## src/rtl/pipe_pkg.sv

```systemverilog
// Shared types for the elastic pipeline stage registers.
package pipe_pkg;

  localparam int OCC_W = 2;

  // State encoding doubles as the held-beat count.
  typedef enum logic [1:0] {
    EMPTY = 2'd0,
    FULL  = 2'd1,
    SKID  = 2'd2
  } stage_state_e;

  function automatic logic [OCC_W-1:0] occ_of(input stage_state_e s);
    logic [OCC_W-1:0] occ;
    occ = '0;
    case (s)
      EMPTY:   occ = 2'd0;
      FULL:    occ = 2'd1;
      SKID:    occ = 2'd2;
      default: occ = 2'd0;
    endcase
    return occ;
  endfunction

endpackage

```

## src/rtl/sat_counter.sv

```systemverilog
// Saturating up-counter with synchronous clear; clear beats increment.
module sat_counter #(
  parameter int W = 16
) (
  input  logic         clk_i,
  input  logic         rst_i,
  input  logic         inc,
  input  logic         clr,
  output logic [W-1:0] cnt
);

  logic [W-1:0] cnt_q;

  // Count up on inc, hold at all-ones, clear wins over increment.
  always_ff @(posedge clk_i or negedge rst_i) begin
    if (!rst_i) begin
      cnt_q <= '0;
    end else if (clr) begin
      cnt_q <= '0;
    end else if (inc && (cnt_q != {W{1'b1}})) begin
      cnt_q <= cnt_q + {{(W-1){1'b0}}, 1'b1};
    end
  end

  assign cnt = cnt_q;

endmodule

```

## src/rtl/pipe_stage_reg.sv

```systemverilog
// Elastic pipeline stage register: valid/ready handshake with a 2-entry
// skid buffer, synchronous flush, bubble masking of the control field and
// a saturating stall-cycle counter.
//
//   state | meaning
//   ------+-----------------------------------------------
//   EMPTY | nothing held, valid_o=0, ready_o=1
//   FULL  | main register holds one beat, skid empty
//   SKID  | main and skid both hold beats, ready_o=0
module pipe_stage_reg
  import pipe_pkg::*;
#(
  parameter int DATA_W = 64,
  parameter int CTRL_W = 2,
  parameter int CNT_W  = 16
) (
  input  logic              clk_i,
  input  logic              rst_i,
  input  logic              valid_i,
  output logic              ready_o,
  input  logic [DATA_W-1:0] data_i,
  input  logic [CTRL_W-1:0] ctrl_i,
  output logic              valid_o,
  input  logic              ready_i,
  output logic [DATA_W-1:0] data_o,
  output logic [CTRL_W-1:0] ctrl_o,
  input  logic              flush_i,
  input  logic              clr_cnt_i,
  output logic [OCC_W-1:0]  occ_o,
  output logic [CNT_W-1:0]  stall_cnt_o
);

  stage_state_e state_q, state_d;

  logic [DATA_W-1:0] main_data_q, skid_data_q;
  logic [CTRL_W-1:0] main_ctrl_q, skid_ctrl_q;

  logic in_acc;
  logic out_drn;
  logic load_main_in;
  logic load_main_skid;
  logic load_skid;

  // ready_o and valid_o come straight from the state flops so there is no
  // combinational path from ready_i back to ready_o.
  assign ready_o = (state_q != SKID);
  assign valid_o = (state_q != EMPTY);
  assign occ_o   = occ_of(state_q);

  assign in_acc  = valid_i & ready_o;
  assign out_drn = valid_o & ready_i;

  // State register.
  always_ff @(posedge clk_i or negedge rst_i) begin
    if (!rst_i) begin
      state_q <= EMPTY;
    end else begin
      state_q <= state_d;
    end
  end

  // Next-state and register-load decode; flush overrides everything and
  // discards any beat accepted in the same cycle.
  always_comb begin
    state_d        = state_q;
    load_main_in   = 1'b0;
    load_main_skid = 1'b0;
    load_skid      = 1'b0;

    case (state_q)
      EMPTY: begin
        if (in_acc) begin
          state_d      = FULL;
          load_main_in = 1'b1;
        end
      end
      FULL: begin
        if (in_acc && out_drn) begin
          load_main_in = 1'b1;
        end else if (in_acc) begin
          state_d   = SKID;
          load_skid = 1'b1;
        end else if (out_drn) begin
          state_d = EMPTY;
        end
      end
      SKID: begin
        if (out_drn) begin
          state_d        = FULL;
          load_main_skid = 1'b1;
        end
      end
      default: begin
        state_d = EMPTY;
      end
    endcase

    if (flush_i) begin
      state_d        = EMPTY;
      load_main_in   = 1'b0;
      load_main_skid = 1'b0;
      load_skid      = 1'b0;
    end
  end

  // Main register: loads from the input or promotes the skid entry.
  always_ff @(posedge clk_i or negedge rst_i) begin
    if (!rst_i) begin
      main_data_q <= '0;
      main_ctrl_q <= '0;
    end else if (load_main_in) begin
      main_data_q <= data_i;
      main_ctrl_q <= ctrl_i;
    end else if (load_main_skid) begin
      main_data_q <= skid_data_q;
      main_ctrl_q <= skid_ctrl_q;
    end
  end

  // Skid register: captures the beat that arrives while the main is stalled.
  always_ff @(posedge clk_i or negedge rst_i) begin
    if (!rst_i) begin
      skid_data_q <= '0;
      skid_ctrl_q <= '0;
    end else if (load_skid) begin
      skid_data_q <= data_i;
      skid_ctrl_q <= ctrl_i;
    end
  end

  assign data_o = main_data_q;
  // Bubbles never carry control bits such as RegWrite/MemWrite.
  assign ctrl_o = valid_o ? main_ctrl_q : {CTRL_W{1'b0}};

  sat_counter #(
    .W (CNT_W)
  ) u_stall_cnt (
    .clk_i (clk_i),
    .rst_i (rst_i),
    .inc   (valid_o & ~ready_i & ~flush_i),
    .clr   (clr_cnt_i),
    .cnt   (stall_cnt_o)
  );

endmodule

```

## config.mk

```make
export PLATFORM = sky130hd
export DESIGN_NAME = pipe_stage_reg
export DESIGN_NICKNAME = d
export VERILOG_FILES = /design/src/rtl/pipe_pkg.sv /design/src/rtl/sat_counter.sv /design/src/rtl/pipe_stage_reg.sv
export SDC_FILE = /design/constraint.sdc
export NUM_CORES = 1
export LEC_CHECK = 0
export BUFFER_PORTS_ARGS = -buffer_cell sky130_fd_sc_hd__buf_2
export CORE_ASPECT_RATIO = 1.25
export CORE_MARGIN = 3
export CORE_UTILIZATION = 54
export CTS_CLUSTER_DIAMETER = 40
export DETAILED_ROUTE_END_ITERATION = 8
export GPL_TIMING_DRIVEN = 0
export PLACE_DENSITY = 0.9
export RECOVER_POWER = 100
export SLEW_MARGIN = 10
export SYNTH_ARGS = -nofsm -noshare
export SYNTH_HDL_FRONTEND = slang
export SYNTH_SLANG_ARGS = --single-unit
```

## constraint.sdc

```tcl
create_clock -name clk_i -period 2.01 [get_ports clk_i]
set_clock_uncertainty 0.15 [all_clocks]
set_input_delay 0.402 -clock clk_i [delete_from_list [all_inputs] [get_ports clk_i]]
set_output_delay 0.402 -clock clk_i [all_outputs]
set_load 0.05 [all_outputs]
```

# Word-level counts from Yosys, hierarchy flattened
# Cells that the tools add are included.
[op_classes] add_sub_neg=1 mul=0 n_div=0 n_lt_le_gt_ge=0 eq_ne=8 shifts=0 n_mux=25 bitwise_logic=6 n_reduce_logical=7
[ops] operator="two-way mux 64 bit" n=2
[ops] operator="two-way mux 16 bit" n=2
[ops] operator="two-way mux 2 bit" n=9
[ops] operator="adder 16 x 1 -> 16 bit, second input constant" n=1
[ops] operator="!= test 16 bit, second input constant" n=1
[ops] operator="two-way mux 1 bit" n=9
[ops] operator="!= test 3 bit, second input constant" n=3
[ops] operator="one-hot mux 2 bit (3 select lines)" n=1
[ops] operator="nonzero test 2 bit" n=3
[ops] operator="AND 1 bit" n=4
[ops] operator="!= test 4 bit, second input constant" n=1
[ops] operator="one-hot mux 2 bit (2 select lines)" n=1
[ops] operator="AND reduction 4 bit" n=1
[ops] operator="equality test 2 x 1 -> 1 bit, second input constant" n=1
[ops] operator="equality test 2 bit, second input constant" n=1
[ops] operator="logical AND 1 bit" n=2
[ops] operator="zero test 2 bit" n=1
[ops] operator="!= test 2 bit, second input constant" n=1
[ops] operator="inverter 1 bit" n=2
[ops] operator="one-hot mux 1 bit (2 select lines)" n=1
[totals] ff_bits=150 latch_bits=0 ramBits=0 mem_bits_ro=0 in_bits=72 word_cells=53 memories=0

# Longest topological paths before layout
[logic_depth] ltp_word=7 ltp_mapped=7 mapped_depth_nobuf=5

# By module
# From an unflattened synthesis, not the netlist that was laid out.
[unflattened] cells_unflattened=482 area_unflattened_um2=6496.2
[modules_own_cells] mod="pipe_stage_reg" n_inst=1 cells_per_inst=384 area_per_inst_um2=5554.1 seq_area_each_um2=3353.2
[modules_own_cells] mod="sat_counter" n_inst=1 cells_per_inst=98 area_per_inst_um2=942.2 seq_area_each_um2=400.4

# Least setup slack after synthesis
# No wires, ideal clock.
[synth_path] path_type="reg2reg" start="reg state_q[0]" end="reg main_data_q[0] (netlist: data_o[0])" setup_time_ps=137 t_arrival_ps=2083 required_ps=1723 setup_slack_ps=-360 stages_incl_launch_ff=8 cell_sequence="dfrtp_1 and2b_1 inv_2 nor3b_2 buf_6 buf_6 mux2i_1 a21oi_1"
[synth_via] elab_chain_cells=7 elab_cells_between_ends=17 classes_between="eq/ne: 3; mux: 8; bitwise: 2; reduce/logical: 4"
[synth_lines] element="start: declaration" line_no="pipe_stage_reg.sv:33" text="stage_state_e state_q, state_d;"
[synth_lines] element="start signal: assignment" line_no="pipe_stage_reg.sv:58" text="state_q <= state_d;"
[synth_lines] element="!= test 2 bit *" line_no="pipe_stage_reg.sv:46" text="assign ready_o = (state_q != SKID);"
[synth_lines] element="named net ready_o" line_no="pipe_stage_reg.sv:20" text="output logic ready_o,"
[synth_lines] element="AND 1 bit *" line_no="pipe_stage_reg.sv:50" text="assign in_acc = valid_i & ready_o;"
[synth_lines] element="logical AND 1 bit" line_no="pipe_stage_reg.sv:78" text="if (in_acc && out_drn) begin"
[synth_lines] element="two-way mux 1 bit" line_no="pipe_stage_reg.sv:78"
[synth_lines] element="one-hot mux 1 bit (2 select lines) *" line_no="pipe_stage_reg.sv:70" text="case (state_q)"
[synth_lines] element="two-way mux 1 bit *" line_no="pipe_stage_reg.sv:98" text="if (flush_i) begin"
[synth_lines] element="two-way mux 64 bit or nonzero test 2 bit (tied branches)"
[synth_lines] element="end signal: assignment" line_no="pipe_stage_reg.sv:112" text="main_data_q <= data_i;"
[synth_lines] element="end signal: assignment" line_no="pipe_stage_reg.sv:115" text="main_data_q <= skid_data_q;"
[synth_lines] element="end: declaration" line_no="pipe_stage_reg.sv:35" text="logic [DATA_W-1:0] main_data_q, skid_data_q;"
# Mark *: on every way through the listed nets, which the timed path passes. The rest lies on a longest branch.
# A chain may end at the register's enable or synchronous reset.

# Final worst setup path
[layout_path] start="reg state_q[1]" end="reg main_data_q[22] (netlist: data_o[22])"
[layout_via] elab_chain_cells=7 elab_cells_between_ends=17 classes_between="eq/ne: 3; mux: 8; bitwise: 2; reduce/logical: 4"
[layout_lines] element="!= test 2 bit or nonzero test 2 bit (tied branches)" line_no="pipe_stage_reg.sv:46, pipe_stage_reg.sv:47"
[layout_lines] element="AND 1 bit (on tied branches)" line_no="pipe_stage_reg.sv:50, pipe_stage_reg.sv:51"
[layout_lines] element="logical AND 1 bit" line_no="pipe_stage_reg.sv:78"
[layout_lines] element="two-way mux 1 bit" line_no="pipe_stage_reg.sv:78"
[layout_lines] element="one-hot mux 1 bit (2 select lines)" line_no="pipe_stage_reg.sv:70"
[layout_lines] element="two-way mux 1 bit" line_no="pipe_stage_reg.sv:98"
[layout_lines] element="two-way mux 64 bit or nonzero test 2 bit (tied branches)"
# Parallel ways exist; a longest one is shown, timed or not.

==> reports/results.ini <==
[detailed_routing]
drc_errors=0
antenna_left=0
dr.pass1.iters=5
viasPerCell=5.58
drt_iter0_drc=246
route.vias.total=5085
wire_per_inst_um=18.3
totalWireLength_um=16700

[clocking]
cts_tree=built
root_buffer=clkbuf_16
clock_latency_ns=0.41
clkTransAtPathRegs_ns=0.06
cts_sinks=150
htree_levels=4
clockBufferDepth=2
cts_buffers=17

[worst_setup_path]
crit_buf_inv=5
rrSetupSlack_ns=-0.006
critPathLaunchType=flop
r2r_cells=9
slowest_delay_ns=0.40
critical_path_required_ns=2.14
critPathSlowestCell=dfrtp_2
path_cells=clkbuf_4 > and2b_4 > inv_6 > nor3b_4 > buf_6 > buf_12 > buf_4 > mux2i_4 > a21oi_1
cp_top_family=buffers and inverters
end_kind=flop
cp_max_fo=5
path_class=reg2reg
worstReg2RegStart=state_q[1]
cp.arrival_ns=2.14
r2r_end=data_o[22]

[synth]
ys_top_cells_by_area=dfrtp_1, mux2_2, mux2i_1, a21oi_1, nor2_1
yosys-top-cells-count=dfrtp_1, a21oi_1, nor2_1
synth.distinct_cells=38
synth_top_area_cell=dfrtp_1
syn_area_sq_mm=0.00655
syn_area_per_cell_sq_um=12.0
synthesis.nets=620
synthCells=547
synthFlopType=dfrtp_1
synth_edf_count=0
yosysMostFrequentCell=dfrtp_1
yosysWarnings=0
synthArstFlopShare_pct=100
yosys.area.top_type_share_pct=57.3
yosysSeqAreaShare_pct=57.3
synth-seq-cells=150

[sta]
final-setup-viol-count=1
finalHoldViolCount=0
setup_tns_ns=-0.00580
period_share_pct=100
max_freq_mhz=496
fin_crit_ns=2.02
tightest_slew_ns=0.880
rsz0062_at_grt=true
max_slew_margin_pct=41.3
drv_slew=0
layout_setup_ws_ns=-0.00580

[placed_design]
port_buffers=156
place.gp.congestion=0.827
hpwl_um=11200

[power_and_ir_drop]
leakagePower_nw=3.53
ir_worst_vdd_mv=0.671
p_per_area_mw_per_mm2=1070
p_total_mw=9.02

[grt]
overflow=0
grt_pass1_wl_um=26000
grt_usage_pct=24.2
grt_start_max_net_pins=89
antenna_found_initial=0
grt_pass1_vias=5353

[floorplanning]
dieArea_sq_mm=0.0135
die_x_um=105
start_util_pct=55.9
die_height_um=129
num_rows=44
core_area_sq_mm=0.0117
io_pins=158

[layout]
layout.nets=811
area_delta_synth_final_pct=28.5
antenna_cells=0
drive_gt1_share_pct=34.2

[status]
status=finished with violations
violations=setup timing

[min_path]
hold_path_end=skid_data_q[52]
min_from=data_i[52]
holdPathStages=2
hp-class=in2reg

[flow_run]
max_cap_viol_count=0

-- worst reg2reg max path: cells and delay by family, from the launching register on --
family | cells | cell delay [ns]
AO/OA/AOI/OAI | 1 | 0.09
buffers and inverters | 5 | 0.65
flip-flops | 1 | 0.40
multiplexers | 1 | 0.25
AND/OR/NAND/NOR | 2 | 0.36
-- per-stage QoR --
stage	cells	cell area, sq um	hold WS, ns	utilization, %	setup slack (ns)
floorplan	547	6610	-0.0436	-	-0.0123
global route	912	8420	0.0776	71.8	-0.0564
finish	912	8420	0.0908	71.8	-0.00580
global placement	864	7590	0.336	64.7	-1.80
detailed placement	865	7620	0.276	65.0	-0.522
CTS	906	8290	0.0758	70.7	-0.00609
-- cell usage in the layout, fill, tap and decap left out, types with 2 or more instances in the layout --
| cell | count |
|---|---|
| buf_6 | 3 |
| inv_1 | 2 |
| clkbuf_1 | 88 |
| or4_1 | 8 |
| clkbuf_2 | 9 |
| a21oi_2 | 2 |
| buf_8 | 2 |
| mux2i_2 | 2 |
| and2_4 | 2 |
| nor2b_1 | 5 |
| nor3_1 | 2 |
| clkinv_2 | 5 |
| clkbuf_16 | 20 |
| mux2_2 | 70 |
| buf_2 | 81 |
| dfrtp_1 | 136 |
| a21oi_1 | 79 |
| nor2_1 | 73 |
| o21ai_0 | 3 |
| nand4_1 | 4 |
| or3_1 | 2 |
| clkinvlp_4 | 2 |
| clkinv_4 | 3 |
| nor3b_4 | 2 |
| clkbuf_4 | 3 |
| nor4_2 | 3 |
| nand3_1 | 5 |
| mux2i_4 | 2 |
| nand2_1 | 7 |
| and4_1 | 2 |
| o31ai_1 | 8 |
| mux2i_1 | 62 |
| buf_4 | 14 |
| inv_6 | 2 |
| dfrtp_2 | 14 |
| buf_12 | 6 |
-- logic make-up after synthesis --
logic type,after synthesis,share of synthesized area [%]
DFF,150,57.3
muxes,136,22.1
and+or+nand+nor,127,9.72
AOI/OAI and AO/OA,95,7.67
buffers and inverters,38,3.04
adders and majority gates,1,0.191
-- layout make-up --
type | instances | area [sq um]
buffer | 33 | 241
clock buffer | 20 | 437
clock inverter | 12 | 105
fill | 854 | 3300
inverter | 3 | 16.3
multi-input combinational | 359 | 2730
sequential | 150 | 3770
tap | 161 | 201
timing repair buffer | 174 | 925
-- where the power goes --
group / internal, mW / total, mW / leakage (nW) / switching (mW)
registers: 3.64 / 4.01 / 1.76 / 0.366
logic: 0.677 / 2.11 / 1.51 / 1.43
clock network: 1.70 / 2.91 / 0.264 / 1.21
total: 6.02 / 9.02 / 3.53 / 3.01
-- registers in the layout, summed over array words and instances (netlist names) --
name	cells
data_o	64
skid_data_q	64
u_stall_cnt.cnt	16
main_ctrl_q	2
skid_ctrl_q	2
state_q	2
-- worst max path at each step --
stage	end	from	cells past startpoint	slack, ns
6_report	data_o[22]	state_q[1]	9	-0.006
3_3_place_gp	u_stall_cnt.cnt[8]	rst_i	1	-1.80
3_5_place_dp	data_o[11]	ready_i	6	-0.52
2_1_floorplan	data_o[0]	state_q[0]	7	-0.01
5_1_grt	u_stall_cnt.cnt[7]	u_stall_cnt.cnt[0]	6	-0.06
4_1_cts	ctrl_o[1]	state_q[1]	3	-0.006
-- layer usage --
| layer | vias up | track usage, % | share of wire (%) |
|---|---|---|---|
| met1 | 2574 | 27.4 | 39 |
| li1 | 2330 | - | - |
| met3 | 22 | 6.08 | 4.8 |
| met2 | 159 | 43.9 | 54 |
| met5 | - | 0 | 0 |
| met4 | 0 | 9.70 | 1.8 |
-- timing repair --
item                                   in CTS  in global routing
pin swaps                                   2                 16
setup endpoints to repair                  92                 87
setup buffers                               9                  4
cloned                                      0                  3
hold buffers                                1                  0
resized for setup                          22                 35
endpoints found under the hold margin      62                  0
(Power assumes the default switching activity.)
